===== config.mk =====
export PLATFORM = sky130hd
export DESIGN_NAME = pipeline_stall_ctrl
export DESIGN_NICKNAME = d
export VERILOG_FILES = /design/src/rtl/pipeline_stall_ctrl.sv
export SDC_FILE = /design/constraint.sdc
export NUM_CORES = 1
export LEC_CHECK = 0
export BUFFER_PORTS_ARGS = -buffer_cell sky130_fd_sc_hd__buf_4
export CAP_MARGIN = 15
export CELL_PAD_IN_SITES_DETAIL_PLACEMENT = 1
export CELL_PAD_IN_SITES_GLOBAL_PLACEMENT = 1
export CORE_MARGIN = 10
export CORE_UTILIZATION = 40
export DETAILED_ROUTE_END_ITERATION = 8
export GPL_TIMING_DRIVEN = 0
export PLACE_DENSITY = 0.87
export SYNTH_ARGS = -nofsm -noshare
export SYNTH_HDL_FRONTEND = slang
export SYNTH_SLANG_ARGS = --single-unit

===== constraint.sdc =====
create_clock -name clk -period 4.35 [get_ports clk]
set_input_delay 0.6525 -clock clk [delete_from_list [all_inputs] [get_ports clk]]
set_output_delay 0.6525 -clock clk [all_outputs]
set_load 0.01 [all_outputs]

===== src/rtl/pipeline_stall_ctrl.sv =====
// Pipeline stall/flush consumer: owns PC, IF/ID and ID/EX control registers, sequences an
// ECALL halt through a fixed drain window and keeps stall/bubble performance counters.
module pipeline_stall_ctrl #(
  parameter logic [31:0] RESET_PC     = 32'h0,
  parameter int unsigned CTRL_W       = 16,
  parameter int unsigned DRAIN_CYCLES = 3,
  parameter logic [31:0] NOP_INST     = 32'h00000013
) (
  input  logic              clk,
  input  logic              reset,
  input  logic              pc_write,
  input  logic              IF_ID_write,
  input  logic              ID_EX_sel,
  input  logic              flush,
  input  logic              mem_stall,
  input  logic [31:0]       next_pc,
  input  logic [31:0]       if_inst,
  input  logic [CTRL_W-1:0] id_ctrl,
  input  logic              halt_req,
  output logic [31:0]       current_pc,
  output logic [31:0]       IF_ID_inst,
  output logic [31:0]       IF_ID_pc,
  output logic              IF_ID_valid,
  output logic [CTRL_W-1:0] ID_EX_ctrl,
  output logic              ID_EX_valid,
  output logic              is_halted,
  output logic [31:0]       stall_cycles,
  output logic [31:0]       bubble_count
);

  // A zero-length drain degenerates to a single-cycle drain.
  localparam logic [31:0] DrainInit = (DRAIN_CYCLES > 0) ? DRAIN_CYCLES - 1 : 32'd0;

  typedef enum logic [1:0] {StRun, StDrain, StHalted} state_e;

  state_e              state_q, state_d;
  logic [31:0]         pc_q, pc_d;
  logic [31:0]         ifid_inst_q, ifid_inst_d;
  logic [31:0]         ifid_pc_q, ifid_pc_d;
  logic                ifid_valid_q, ifid_valid_d;
  logic [CTRL_W-1:0]   idex_ctrl_q, idex_ctrl_d;
  logic                idex_valid_q, idex_valid_d;
  logic                halted_q, halted_d;
  logic [31:0]         stall_cnt_q, stall_cnt_d;
  logic [31:0]         bubble_cnt_q, bubble_cnt_d;
  logic [31:0]         drain_cnt_q, drain_cnt_d;

  always_comb begin
    state_d      = state_q;
    pc_d         = pc_q;
    ifid_inst_d  = ifid_inst_q;
    ifid_pc_d    = ifid_pc_q;
    ifid_valid_d = ifid_valid_q;
    idex_ctrl_d  = idex_ctrl_q;
    idex_valid_d = idex_valid_q;
    halted_d     = halted_q;
    stall_cnt_d  = stall_cnt_q;
    bubble_cnt_d = bubble_cnt_q;
    drain_cnt_d  = drain_cnt_q;

    unique case (state_q)
      StRun: begin
        if (mem_stall) begin
          // Whole front end frozen; hazard, flush and halt requests wait.
          stall_cnt_d = stall_cnt_q + 32'd1;
        end else if (flush) begin
          pc_d         = next_pc;
          ifid_inst_d  = NOP_INST;
          ifid_valid_d = 1'b0;
          idex_ctrl_d  = '0;
          idex_valid_d = 1'b0;
          bubble_cnt_d = bubble_cnt_q + 32'd1;
        end else begin
          if (!pc_write) begin
            stall_cnt_d = stall_cnt_q + 32'd1;
          end else begin
            pc_d = next_pc;
          end

          if (IF_ID_write) begin
            ifid_inst_d  = if_inst;
            ifid_pc_d    = pc_q;
            ifid_valid_d = 1'b1;
          end

          if (ID_EX_sel) begin
            idex_ctrl_d  = '0;
            idex_valid_d = 1'b0;
            bubble_cnt_d = bubble_cnt_q + 32'd1;
          end else begin
            idex_ctrl_d  = id_ctrl;
            idex_valid_d = ifid_valid_q;
          end

          // Halt moves into ID/EX as usual; fetch stops behind it.
          if (halt_req && ifid_valid_q && !ID_EX_sel) begin
            pc_d         = pc_q;
            ifid_inst_d  = NOP_INST;
            ifid_valid_d = 1'b0;
            drain_cnt_d  = DrainInit;
            state_d      = StDrain;
          end
        end
      end

      StDrain: begin
        if (mem_stall) begin
          stall_cnt_d = stall_cnt_q + 32'd1;
        end else begin
          idex_ctrl_d  = '0;
          idex_valid_d = 1'b0;
          bubble_cnt_d = bubble_cnt_q + 32'd1;
          if (drain_cnt_q == 32'd0) begin
            halted_d = 1'b1;
            state_d  = StHalted;
          end else begin
            drain_cnt_d = drain_cnt_q - 32'd1;
          end
        end
      end

      StHalted: begin
        // Everything holds until reset.
      end

      default: begin
        state_d = StRun;
      end
    endcase
  end

  always_ff @(posedge clk) begin
    if (!reset) begin
      state_q      <= StRun;
      pc_q         <= RESET_PC;
      ifid_inst_q  <= NOP_INST;
      ifid_pc_q    <= 32'd0;
      ifid_valid_q <= 1'b0;
      idex_ctrl_q  <= '0;
      idex_valid_q <= 1'b0;
      halted_q     <= 1'b0;
      stall_cnt_q  <= 32'd0;
      bubble_cnt_q <= 32'd0;
      drain_cnt_q  <= 32'd0;
    end else begin
      state_q      <= state_d;
      pc_q         <= pc_d;
      ifid_inst_q  <= ifid_inst_d;
      ifid_pc_q    <= ifid_pc_d;
      ifid_valid_q <= ifid_valid_d;
      idex_ctrl_q  <= idex_ctrl_d;
      idex_valid_q <= idex_valid_d;
      halted_q     <= halted_d;
      stall_cnt_q  <= stall_cnt_d;
      bubble_cnt_q <= bubble_cnt_d;
      drain_cnt_q  <= drain_cnt_d;
    end
  end

  assign current_pc   = pc_q;
  assign IF_ID_inst   = ifid_inst_q;
  assign IF_ID_pc     = ifid_pc_q;
  assign IF_ID_valid  = ifid_valid_q;
  assign ID_EX_ctrl   = idex_ctrl_q;
  assign ID_EX_valid  = idex_valid_q;
  assign is_halted    = halted_q;
  assign stall_cycles = stall_cnt_q;
  assign bubble_count = bubble_cnt_q;

endmodule


* Yosys cells after proc, flatten, opt, wreduce, memory -nomap -nowiden
Index checks and enable logic that the tools add are counted.
Word-level totals: bits in registers 213, latch bits 0, bits in writable memories 0, bits in read-only memories 0, bits of input ports 88, output and inout port bits 179, memories kept 0
Operators by class: add/subtract/negate cells 3, $mul 0, divide/modulo/power cells 0, $lt $le $gt $ge 0, equal/unequal tests 13, shift-type cells 0, multiplexer cells 41, bitwise logic cells 3, reduce and logical (&&, ||, !) cells 17
Operators with widths (count):
- 32-bit 2-to-1 mux | 19
- 32-bit one-hot mux with 2 select lines | 3
- 32-bit by 1-bit adder with 32-bit output, second input constant | 2
- 16-bit 2-to-1 mux | 4
- 32-bit zero test | 1
- 16-bit one-hot mux with 2 select lines | 1
- 32-bit by 1-bit subtractor with 32-bit output, second input constant | 1
- 2-bit != test, second input constant | 8
- 4-bit AND reduction | 4
- 6-bit AND reduction | 2
- 2-bit 2-to-1 mux | 5
- 3-bit != test, second input constant | 3
- 3-bit AND reduction | 3
- 1-bit 2-to-1 mux | 7
- 2-bit one-hot mux with 3 select lines | 1
- 2-bit nonzero test | 2
- 1-bit NOT | 3
- 3-bit nonzero test | 1
- 2-bit by 1-bit == test with 1-bit output, second input constant | 1
- 2-bit == test, second input constant | 1
- 1-bit logical AND | 2
- 2-bit zero test | 1
- 1-bit one-hot mux with 2 select lines | 1
- 1-bit zero test | 1

* Depth between registers and ports, before layout
Gate-level depths: netlist of the first run.
depth in word-level cells 6, gate-level depth with buffers 9, depth with buffers taken out 7

* Least setup slack after synthesis of the first run
No wires, ideal clock.
path kind input-to-reg, start point input flush, end point register drain_cnt_q[19], library setup time 128 ps, data arrival time 2265 ps, data required time 4222 ps, path slack 1957 ps, cell stages on the path 7, path buffers 3, cells stage by stage clkbuf_1 nor4bb_1 o21ai_1 o21ai_0 clkbuf_1 buf_1 nor2_1
Between the ends: cells in the longest elaborated chain, start to end 2
RTL lines:
- from (decl) | RTL line 14 | input logic flush,
- 2-bit != test (no source line)
- 6-bit AND reduction (no source line)
- to (signal assigned) | RTL line 156 | drain_cnt_q <= drain_cnt_d;
- to (decl) | RTL line 46 | logic [31:0] drain_cnt_q, drain_cnt_d;
No other way between the ends. A chain may end at the register's enable or synchronous reset.

* Worst setup path in the final report of the first run
start point input flush, end point register drain_cnt_q[16]
The elaborated chain is that of the path after synthesis.

==> out/qor.yml, run 1 <==
route:
  drt_iter0_markers: 596
  routed-via-count: 9131
  routed_wirelength_um: 34200
  drc_errors_left: 0
  wl_per_instance_um: 20.6
  ant_nets: 0
  dr.pass1.iters: 4
  avgViaCountPerCell: 5.49
sta:
  grt_setup_unrepaired: "no"
  finalWorstPathRequiredPeriod_ps: 2790
  final.setup.worst_slack_ps: 1560
  max_slew_violation_total_from_the_final_report: 0
  maxClockFrequency_ghz: 0.359
  totalNegativeSetupSlack_ps: 0
  max-slew-margin-rel: 0.261
  clock-skew-final_ps: 12.5
  finalSetupViolCount: 0
  worst-slew-pin-transition_ps: 1090
  post-route-period-util: 0.641
  hold_violations: 0
pwr:
  cellLeakagePower_nw: 4.71
  p_int_mw: 3.53
  p_sw_mw: 1.17
  pwr_density_cell_nw_per_um2: 393
  irDropWorstVdd_v: 0.000290
  power_switching_share: 0.249
  clockPowerShare: 0.466
  power.share.combinational: 0.098
  seqPwrFrac: 0.436
floorplanning:
  core_sq_um: 21700
  die_outline_area_sq_um: 28300
  die_w_um: 168
  initial_core_util: 0.405
  top_level_ports: 267
  die_y_um: 168
  row_count: 54
yosys:
  synth_fa_ha_area_frac: 0.00428
  top_cell_type_s_share_of_synthesized_area: 0.486
  synthFlopType: "dfxtp_1"
  async_flop_share: 0
  yosys.area.top_type: "dfxtp_1"
  synth.yosys.warnings: 0
  synth-seq-area-share: 0.486
  synth_enable_flop_cells: 0
  synthDistinctLibCells: 51
  synth_cells: 1072
  synth_seq_cells: 213
  netlist_top_cells_area: "dfxtp_1 (49%), a21oi_1 (8.3%), nand2_1 (8.0%)"
  synth_top_family_by_area: "simple AND/OR/NAND/NOR gates"
  synth_fp_nets: 1163
  synth-xor-area-share: 0.0429
  synth_mux_area_frac: 0.00228
  synthesis.area_sq_um: 8770
  syn_avg_cell_area_sq_um: 8.19
  post_synth_and_or_nand_nor_area_fraction: 0.277
  synth_compound_gate_area_share: 0.150
finish:
  mostFrequentLayoutCells: "buf_4 (265), dfxtp_1 (213), nand2_1 (186)"
  flow.area_growth_from_synthesis_pct: 36.4
  post_route_cells_drive_above_1_share: 0.232
  final_nets: 1454
  layout_commonest_cell: "buf_4"
grt:
  first_global_vias: 9642
  first_pass_grt_wire_length_um: 53400
  groute.usage.overall: 0.228
  grt_max_degree: 13
  antenna_found_initial: 2
  grt_overflow_total: 0
clock_tree:
  postCtsSetupBuffers: 0
  cts.hold.buffers_added: 0
  cts_tree: "done"
  clockBufferDepth: 3
  numClockSinks: 213
  resized_gates_after_cts: 0
  ctsHtreeMaxLevel: 1
  cts_buffers: 25
  clk_latency_ps: 520
  cts.root.buffer_cell: "clkbuf_16"
  path_clk_slew_ps: 60
critical_path:
  crit_required_ps: 4730
  path_class: "in -> reg"
  arrival_ps: 3160
  reg2reg_from: "drain_cnt_q[8]"
  critical_path.startpoint: "flush"
  rr_worst_depth: 8
  critical_path.max_fanout: 10
  timing.reg2reg.setup_slack_ps: 1590
  worstSetupEndpoint: "drain_cnt_q[16]"
  regToRegEndpoint: "drain_cnt_q[16]"
  critPathCaptureType: "flop"
  kind_of_start_point_of_the_critical_path: "input port"
placed_design:
  hpwl_um: 25300
  pre_cts_ws_ps: 1070
  io_buffers: 264
  gp_congestion: 0.861
run:
  cap_viol_max_count: 0
run_status:
  status: "complete, no violations"
min_path:
  worst_hold_startpoint: "id_ctrl[3]"
  holdCritPathClass: "in -> reg"
==> per-stage QoR <==
| step | power, mW | hold WS [ps] | std cells | utilization | cell area [sq um] |
|---|---|---|---|---|---|
| global placement | 2.53 | 439 | 1616 | 0.512 | 11100 |
| detailed placement | 2.55 | 447 | 1616 | 0.512 | 11100 |
| floorplan | 2.31 | 433 | 1072 | - | 8770 |
| CTS | 4.74 | 357 | 1661 | 0.552 | 12000 |
| finish | 4.70 | 373 | 1662 | 0.552 | 12000 |
| global route | 4.87 | 369 | 1662 | 0.552 | 12000 |
==> cell usage after synthesis, types with 8 or more instances <==
library cell  number
nor4_1            10
nand4_1           28
o21ai_0           38
nor3_1            22
nand3_1           58
clkbuf_1          58
o31ai_1           14
buf_1              8
xor2_1            26
or4_1             21
or3_1             38
dfxtp_1          213
a21oi_1          145
a22oi_1           16
nand2_1          186
nor2_1            79
inv_1             13
and4_1            10
and3_1             9
xnor2_1           17
==> worst max-delay path: stages <==
cell and delay (ps):
buf_4 120, clkbuf_1 220, nor4bb_1 400, o21ai_1 300
o21ai_0 420, clkbuf_1 480, clkbuf_1 460, a21oi_1 100
==> sequential cells by signal (all words and copies together) (netlist names) <==
name	count
ID_EX_ctrl	16
ID_EX_valid	1
IF_ID_pc	32
state_q	2
IF_ID_inst	32
current_pc	32
drain_cnt_q	32
bubble_count	32
stall_cycles	32
is_halted	1
IF_ID_valid	1
==> power groups by stage <==
stage | clock, mW | sequential (mW) | combinational (mW)
5_1_grt | 2.31 | 2.06 | 0.503
3_5_place_dp | 0 | 2.09 | 0.456
4_1_cts | 2.22 | 2.05 | 0.462
3_3_place_gp | 0 | 2.09 | 0.442
2_1_floorplan | 0 | 2.10 | 0.207
6_report | 2.19 | 2.05 | 0.460
==> cell type report <==
class / instances / area, sq um
repair buffers: 264 / 1980
multi-input cells: 774 / 4180
plain buffers: 72 / 280
inverters: 13 / 48.8
diodes: 1 / 2.50
clock buffers: 36 / 727
flip-flops and latches: 213 / 4260
well taps: 280 / 350
fillers: 2648 / 9720
clock inverters: 9 / 130
==> cell families (layout without fill, tap and decap cells) <==
logic type / Yosys count / in the layout
simple gates: 491 / 491
compound gates: 235 / 235
flops: 213 / 213
buf+inv: 85 / 394
xor+xnor: 43 / 43
fa+ha+maj: 3 / 3
mux: 2 / 2
other cells: 0 / 1
==> layer usage <==
layer / track usage / share of wire
met1: 0.260 / 0.41
met2: 0.399 / 0.49
met3: 0.0680 / 0.075
met4: 0.0712 / 0.029
met5: 0 / 0
==> worst min-delay path by stage <==
stage / to / cells after the start
finish: ID_EX_ctrl[3] / 3
global route: current_pc[9] / 3
CTS: current_pc[26] / 3
detailed placement: drain_cnt_q[24] / 2
global placement: IF_ID_inst[30] / 2
floorplan: drain_cnt_q[24] / 2
(Power assumes the default switching activity.)
==> run 2, diff against run 1 <==
CORE_UTILIZATION = 33   (was 40)
PLACE_DENSITY = 0.77   (was 0.87)
clock period = 2.45 ns   (was 4.35 ns; I/O delays follow)
==> out/qor.yml, run 2 (synthesized netlist as in run 1, its figures left out) <==
floorplanning:
  die_w_um: 183  # was 168 um
  die_outline_area_sq_um: 33500  # was 28300 sq um
  row_count: 59  # was 54
  top_level_ports: 267  # unchanged
  initial_core_util: 0.336  # was 0.405
  die_y_um: 183  # was 168 um
  core_sq_um: 26100  # was 21700 sq um
clock_tree:
  cts_buffers: 25  # unchanged
  numClockSinks: 213  # unchanged
  cts.hold.buffers_added: 0  # unchanged
  cts.root.buffer_cell: "clkbuf_16"  # unchanged
  clockBufferDepth: 3  # unchanged
  cts_tree: "done"  # unchanged
  clk_latency_ps: 520  # about the same
  ctsHtreeMaxLevel: 1  # unchanged
  path_clk_slew_ps: 60  # about the same
grt:
  groute.usage.overall: 0.187  # was 0.228
  first_global_vias: 9286  # was 9642
  grt_overflow_total: 0  # unchanged
  grt_max_degree: 13  # unchanged
  antenna_found_initial: 0  # was 2
  first_pass_grt_wire_length_um: 51700  # was 53400 um
route:
  avgViaCountPerCell: 5.23  # was 5.49
  routed-via-count: 9007  # was 9131
  drc_errors_left: 0  # unchanged
  drt_iter0_markers: 346  # was 596
  ant_nets: 0  # unchanged
  routed_wirelength_um: 33100  # was 34200 um
  wl_per_instance_um: 19.2  # was 20.6 um
  dr.pass1.iters: 4  # unchanged
placed_design:
  gp_congestion: 0.816  # was 0.861
  placed_cells: 1671  # was 1616
  io_buffers: 264  # unchanged
  hpwl_um: 25000  # was 25300 um
finish:
  post_route_cells_drive_above_1_share: 0.253  # was 0.232
  final_nets: 1458  # was 1454
  layoutNonFillerInstCount: 1721  # was 1662
  mostFrequentLayoutCells: "buf_4 (272), dfxtp_1 (212), nand2_1 (185)"  # was buf_4 (265), dfxtp_1 (213), nand2_1 (186)
  final_util: 0.463  # was 0.552
  flow.area_growth_from_synthesis_pct: 37.9  # was 36.4%
  layout_commonest_cell: "buf_4"  # unchanged
sta:
  maxClockFrequency_ghz: 0.431
  finalSetupViolCount: 0  # unchanged
  worst-slew-pin-transition_ps: 813  # was 1090 ps
  max-slew-margin-rel: 0.458  # was 0.261
  max_slew_violation_total_from_the_final_report: 0  # unchanged
  grt_setup_unrepaired: "yes"  # was no
  finalWorstPathRequiredPeriod_ps: 2320
  hold_violations: 0  # unchanged
  clock-skew-final_ps: 8.55  # was 12.5 ps
  finalHoldWorstSlack_ps: 81.9  # was 373 ps
  post-route-period-util: 0.947
critical_path:
  arrival_ps: 2760  # was 3160 ps
  regToRegEndpoint: "drain_cnt_q[18]"  # was drain_cnt_q[16]
  critPathCaptureType: "flop"  # unchanged
  delay_contributed_by_the_slowest_stage_of_the_critical_path_ps: 490  # was 480 ps
  reg2reg_from: "drain_cnt_q[0]"  # was drain_cnt_q[8]
  path_class: "reg -> reg"  # was in -> reg
  worst-path-stages: 9  # was 8
  critical_path.startpoint: "drain_cnt_q[0]"  # was flush
  critical_path.max_fanout: 10  # unchanged
  crit_required_ps: 2890  # was 4730 ps
  critical_path.cell_chain: "inv_1 > ha_1 > or3b_2 > nor4_2 > and4_2 > buf_4 > buf_4 > o21ai_0 > a21oi_1"  # was buf_4 > clkbuf_1 > nor4bb_1 > o21ai_1 > o21ai_0 > clkbuf_1 > clkbuf_1 > a21oi_1
  critical_path.most_common_cell: "buf_4"  # was clkbuf_1
  timing.reg2reg.setup_slack_ps: 130  # was 1590 ps
  worst-path-buf-inv: 3  # was 4
  cp_top_family: "simple AND/OR/NAND/NOR gates"  # was buffers and inverters
  rr_worst_depth: 9  # was 8
  kind_of_start_point_of_the_critical_path: "flop"  # was input port
  worstSetupEndpoint: "drain_cnt_q[18]"  # was drain_cnt_q[16]
  cpMaxStageDelayCell: "or3b_2"  # was clkbuf_1
min_path:
  holdCritPathClass: "in -> reg"  # unchanged
  min_delay_path_depth: 3  # unchanged
pwr:
  total_power_mw: 7.94  # was 4.70 mW
  irDropWorstVdd_v: 0.000415  # was 0.000290 V
  cellLeakagePower_nw: 4.76  # was 4.71 nW
  pwr_density_cell_nw_per_um2: 657  # was 393 nW/um^2
run:
  cap_viol_max_count: 0  # unchanged
run_status:
  status: "complete, no violations"  # unchanged
## run 2: changes by cell type in the layout (fill, tap and decap cells not counted), sizes merged
cell,previous run,this run
buf,278,282
clkbuf,94,98
bufinv,3,0
clkinv,4,3
diode,1,2
inv,15,14
## run 2: worst min-delay path by stage
stage / startpoint / slack [ps] / to
after floorplan: drain_cnt_q[24] / 430 / drain_cnt_q[24]
after detailed placement: IF_ID_inst[3] / 440 / IF_ID_inst[3]
after global routing: id_ctrl[11] / 80 / ID_EX_ctrl[11]
final: id_ctrl[11] / 80 / ID_EX_ctrl[11]
after CTS: id_ctrl[11] / 60 / ID_EX_ctrl[11]
after global placement: IF_ID_inst[25] / 440 / IF_ID_inst[25]
## run 2: tightest hold or removal path, cell delays in order
cell and delay, ps:
buf_4 80, a22oi_1 50, nor2_1 70
## run 2: stage by stage
step | cell area (sq um) | setup WS (ps) | setup TNS (ps)
6_report | 12100 | 130 | 0
4_1_cts | 12000 | 16.3 | 0
3_3_place_gp | 11200 | -564 | -28790
3_5_place_dp | 11200 | -770 | -32930
2_1_floorplan | 8770 | 324 | 0
5_1_grt | 12100 | -22.7 | -66.5
## run 2: final cells by class
type / instances / area [sq um]
diodes: 2 / 5.00
plain buffers: 70 / 300
clock buffers: 40 / 732
clock inverters: 4 / 23.8
fillers: 3203 / 14000
inverters: 13 / 48.8
multi-input cells: 774 / 4280
flip-flops and latches: 213 / 4270
well taps: 335 / 419
repair buffers: 270 / 2030
## run 2: routing by layer
metal	wire, um	track usage	vias to the layer above	part of all wire
met5	0	0	-	0
met2	15900	0.317	248	0.48
met4	920	0.0511	0	0.028
li1	-	-	4356	-
met3	2460	0.0553	52	0.074
met1	13900	0.225	4351	0.42
## run 2: report_power, final
part / total, mW / switching (mW) / leakage, nW / internal (mW)
sequential: 3.64 / 0.0823 / 1.73 / 3.56
combinational: 0.832 / 0.483 / 2.66 / 0.348
clock: 3.47 / 1.44 / 0.372 / 2.03
## run 2: what timing repair did
item / in CTS / in global routing
setup buffers: 3 / 3
setup endpoints to repair: 83 / 74
pin swaps: 2 / 3
resized for setup: 16 / 27
==> run 3, diff against run 2 <==
ABC_AREA = 1   (was unset)
HOLD_SLACK_MARGIN = 0.06   (was unset)
PLACE_DENSITY = 0.79   (was 0.77)
==> out/qor.yml, run 3 <==
clock_tree:
  cts_tree: "done"  # unchanged
  clockBufferDepth: 3  # unchanged
  path_clk_slew_ps: 60  # about the same
  clk_latency_ps: 520  # about the same
  cts.root.buffer_cell: "clkbuf_16"  # unchanged
  postCtsSetupBuffers: 0  # was 3
  ctsHtreeMaxLevel: 1  # unchanged
  numClockSinks: 213  # unchanged
  cts_buffers: 25  # unchanged
critical_path:
  critical_path.startpoint: "drain_cnt_q[0]"  # unchanged
  crit_required_ps: 2850  # was 2890 ps
  critical_path.most_common_cell: "nand2_2"  # was buf_4
  worst-path-buf-inv: 2  # was 3
  arrival_ps: 2590  # was 2760 ps
  kind_of_start_point_of_the_critical_path: "flop"  # unchanged
  worst-path-stages: 10  # was 9
  cp_top_family: "simple AND/OR/NAND/NOR gates"  # unchanged
  critical_path.cell_chain: "inv_1 > ha_1 > nand2_2 > nor2_4 > nand2_2 > o21ai_4 > nand2_4 > buf_2 > a21oi_1 > nor2_1"  # was inv_1 > ha_1 > or3b_2 > nor4_2 > and4_2 > buf_4 > buf_4 > o21ai_0 > a21oi_1
  path_class: "reg -> reg"  # unchanged
  timing.reg2reg.setup_slack_ps: 260  # was 130 ps
  reg2reg_from: "drain_cnt_q[0]"  # unchanged
  critical_path.max_fanout: 10  # unchanged
  rr_worst_depth: 10  # was 9
  worstSetupEndpoint: "drain_cnt_q[21]"  # was drain_cnt_q[18]
  critPathCaptureType: "flop"  # unchanged
  cpMaxStageDelayCell: "o21ai_4"  # was or3b_2
  delay_contributed_by_the_slowest_stage_of_the_critical_path_ps: 330  # was 490 ps
  regToRegEndpoint: "drain_cnt_q[21]"  # was drain_cnt_q[18]
yosys:
  synthFlopType: "dfxtp_1"  # unchanged
  synth_seq_cells: 213  # unchanged
  top_cell_type_s_share_of_synthesized_area: 0.435  # was 0.486
  async_flop_share: 0  # unchanged
  synthDistinctLibCells: 38  # was 51
  netlist_top_cells_area: "dfxtp_1 (44%), nand2_1 (16%), nor2_1 (8.8%)"  # was dfxtp_1 (49%), a21oi_1 (8.3%), nand2_1 (8.0%)
  syn_avg_cell_area_sq_um: 6.64  # was 8.19 sq um
  yosys.area.top_type: "dfxtp_1"  # unchanged
  synthesis.area_sq_um: 9790  # was 8770 sq um
  post-synth-top-count-cell: "nand2_1"  # was dfxtp_1
  synth-seq-area-share: 0.435  # was 0.486
  synth_cells: 1474  # was 1072
  synth_fp_nets: 1565  # was 1163
  yosys-top-cells-count: "nand2_1 (406), nor2_1 (229), dfxtp_1 (213)"  # was dfxtp_1 (213), nand2_1 (186), a21oi_1 (145)
  synth_enable_flop_cells: 0  # unchanged
  synth.yosys.warnings: 0  # unchanged
pwr:
  power_switching_share: 0.260  # was 0.252
  power.share.combinational: 0.120  # was 0.105
  pwr_density_cell_nw_per_um2: 646  # was 657 nW/um^2
  p_sw_mw: 2.22  # was 2.00 mW
  irDropWorstVdd_v: 0.000530  # was 0.000415 V
  p_int_mw: 6.31  # was 5.94 mW
  seqPwrFrac: 0.434  # was 0.459
  clockPowerShare: 0.446  # was 0.437
  cellLeakagePower_nw: 5.60  # was 4.76 nW
finish:
  flow.area_growth_from_synthesis_pct: 34.9  # was 37.9%
  layout.filler_cells: 3854  # was 3203
  insertedDiodeCount: 0  # was 2
  final_nets: 1867  # was 1458
  mostFrequentLayoutCells: "nand2_1 (406), buf_4 (268), nor2_1 (229)"  # was buf_4 (272), dfxtp_1 (212), nand2_1 (185)
  post_route_cells_drive_above_1_share: 0.192  # was 0.253
  layoutNonFillerInstCount: 2184  # was 1721
  layout_commonest_cell: "nand2_1"  # was buf_4
placed_design:
  gp_congestion: 0.903  # was 0.816
  hpwl_um: 31500  # was 25000 um
  placed_cells: 2130  # was 1671
  io_buffers: 266  # was 264
floorplanning:
  core_sq_um: 29500  # was 26100 sq um
  die_y_um: 192  # was 183 um
  die_w_um: 192  # was 183 um
  row_count: 63  # was 59
  initial_core_util: 0.332  # was 0.336
  top_level_ports: 267  # unchanged
  die_outline_area_sq_um: 37000  # was 33500 sq um
sta:
  totalNegativeSetupSlack_ps: 0  # unchanged
  post-route-period-util: 0.894  # was 0.947
  clock-skew-final_ps: 14.9  # was 8.55 ps
  hold_violations: 0  # unchanged
  finalSetupViolCount: 0  # unchanged
  worst-slew-pin-transition_ps: 872  # was 813 ps
  finalWorstPathRequiredPeriod_ps: 2190  # was 2320 ps
  grt_setup_unrepaired: "no"  # was yes
  max_slew_violation_total_from_the_final_report: 0  # unchanged
  max-slew-margin-rel: 0.415  # was 0.458
  maxClockFrequency_ghz: 0.457  # was 0.431 GHz
grt:
  groute.usage.overall: 0.211  # was 0.187
  first_global_vias: 11379  # was 9286
  grt_overflow_total: 0  # unchanged
  first_pass_grt_wire_length_um: 62900  # was 51700 um
  antenna_found_initial: 0  # unchanged
  grt_max_degree: 13  # unchanged
run:
  cap_viol_max_count: 0  # unchanged
route:
  wl_per_instance_um: 18.3  # was 19.2 um
  avgViaCountPerCell: 4.95  # was 5.23
  routed-via-count: 10805  # was 9007
  ant_nets: 0  # unchanged
  drc_errors_left: 0  # unchanged
  routed_wirelength_um: 40100  # was 33100 um
  drt_iter0_markers: 472  # was 346
  dr.pass1.iters: 4  # unchanged
min_path:
  holdCritPathClass: "in -> reg"  # unchanged
run_status:
  status: "complete, no violations"  # unchanged
==> run 3: changes by cell type after synthesis, moves of 14 or more <==
cell / before / now
nand2_1: 186 / 406
nor2_1: 79 / 229
xnor2_1: 17 / 1
o21ai_0: 38 / 102
clkbuf_1: 58 / 43
or4_1: 21 / 0
inv_1: 13 / 132
a21oi_1: 145 / 159
nand4_1: 28 / 14
o31ai_1: 14 / 0
a22oi_1: 16 / 0
or3_1: 38 / 0
==> run 3: cell families (layout without fill, tap and decap cells) <==
logic type / count (synthesis) / in the layout / synth area share
AOI/OAI and AO/OA: 279 / 279 / 0.148
and+or+nand+nor: 771 / 771 / 0.323
buffers and inverters: 194 / 514 / 0.0774
xor gates and xnor gates: 14 / 14 / 0.0125
adders and majority gates: 3 / 3 / 0.00383
DFF: 213 / 213 / 0.435
==> run 3: through the flow <==
| stage | util | power, mW | setup slack, ps | instance area, sq um | hold WS, ps |
|---|---|---|---|---|---|
| finish | 0.448 | 8.53 | 261 | 13200 | 76.2 |
| CTS | 0.448 | 8.62 | 159 | 13200 | 60.5 |
| global placement | 0.416 | 4.75 | 270 | 12300 | 433 |
| floorplan | - | 4.24 | 711 | 9790 | 452 |
| global route | 0.448 | 8.90 | 88.9 | 13200 | 64.3 |
| detailed placement | 0.416 | 4.78 | 203 | 12300 | 438 |
==> run 3: power by group through the flow <==
stage               Sequential [mW]  Clock [mW]  Combinational (mW)
floorplan                      3.80           0               0.440
global placement               3.77           0               0.985
detailed placement             3.77           0                1.01
CTS                            3.70        3.89                1.03
global route                   3.71        4.05                1.14
finish                         3.70        3.81                1.02
==> run 3: layout make-up <==
cell class | instances | area, sq um | area share
inverters | 140 | 526 | 0.0398
multi-input cells | 1067 | 4780 | 0.362
clock buffers | 33 | 696 | 0.0527
clock inverters | 12 | 135 | 0.0102
well taps | 390 | 488 | 0.0369
plain buffers | 54 | 233 | 0.0176
flip-flops and latches | 213 | 4260 | 0.323
repair buffers | 275 | 2090 | 0.158
==> run 3: worst reg2reg max path, cell delays in order, from the launching register on <==
cell	delay (ps)
dfxtp_1	310
inv_1	90
ha_1	290
nand2_2	130
nor2_4	220
nand2_2	120
o21ai_4	330
nand2_4	120
buf_2	240
a21oi_1	180
nor2_1	60
==> run 3: timing repair <==
item / CTS / global route
gates resized for setup: 0 / 2
hold buffers: 9 / 0
endpoints found under the hold margin: 9 / 0
endpoints found under the setup margin: 0 / 5
==> run 3: worst min-delay path by stage <==
stage | cells after the start | startpoint | slack, ps | endpoint
final | 3 | next_pc[27] | 80 | current_pc[27]
after global placement | 2 | IF_ID_pc[1] | 430 | IF_ID_pc[1]
after detailed placement | 2 | IF_ID_pc[0] | 440 | IF_ID_pc[0]
after CTS | 3 | next_pc[16] | 60 | current_pc[16]
after floorplan | 2 | drain_cnt_q[25] | 450 | drain_cnt_q[25]
after global routing | 3 | next_pc[20] | 60 | current_pc[20]
==> run 3: per-layer routing <==
metal / share of wire / track usage / up-vias
li1: - / - / 5340
met1: 0.41 / 0.240 / 5155
met2: 0.49 / 0.370 / 248
met3: 0.081 / 0.0712 / 62
met4: 0.025 / 0.0572 / 0
met5: 0 / 0 / -
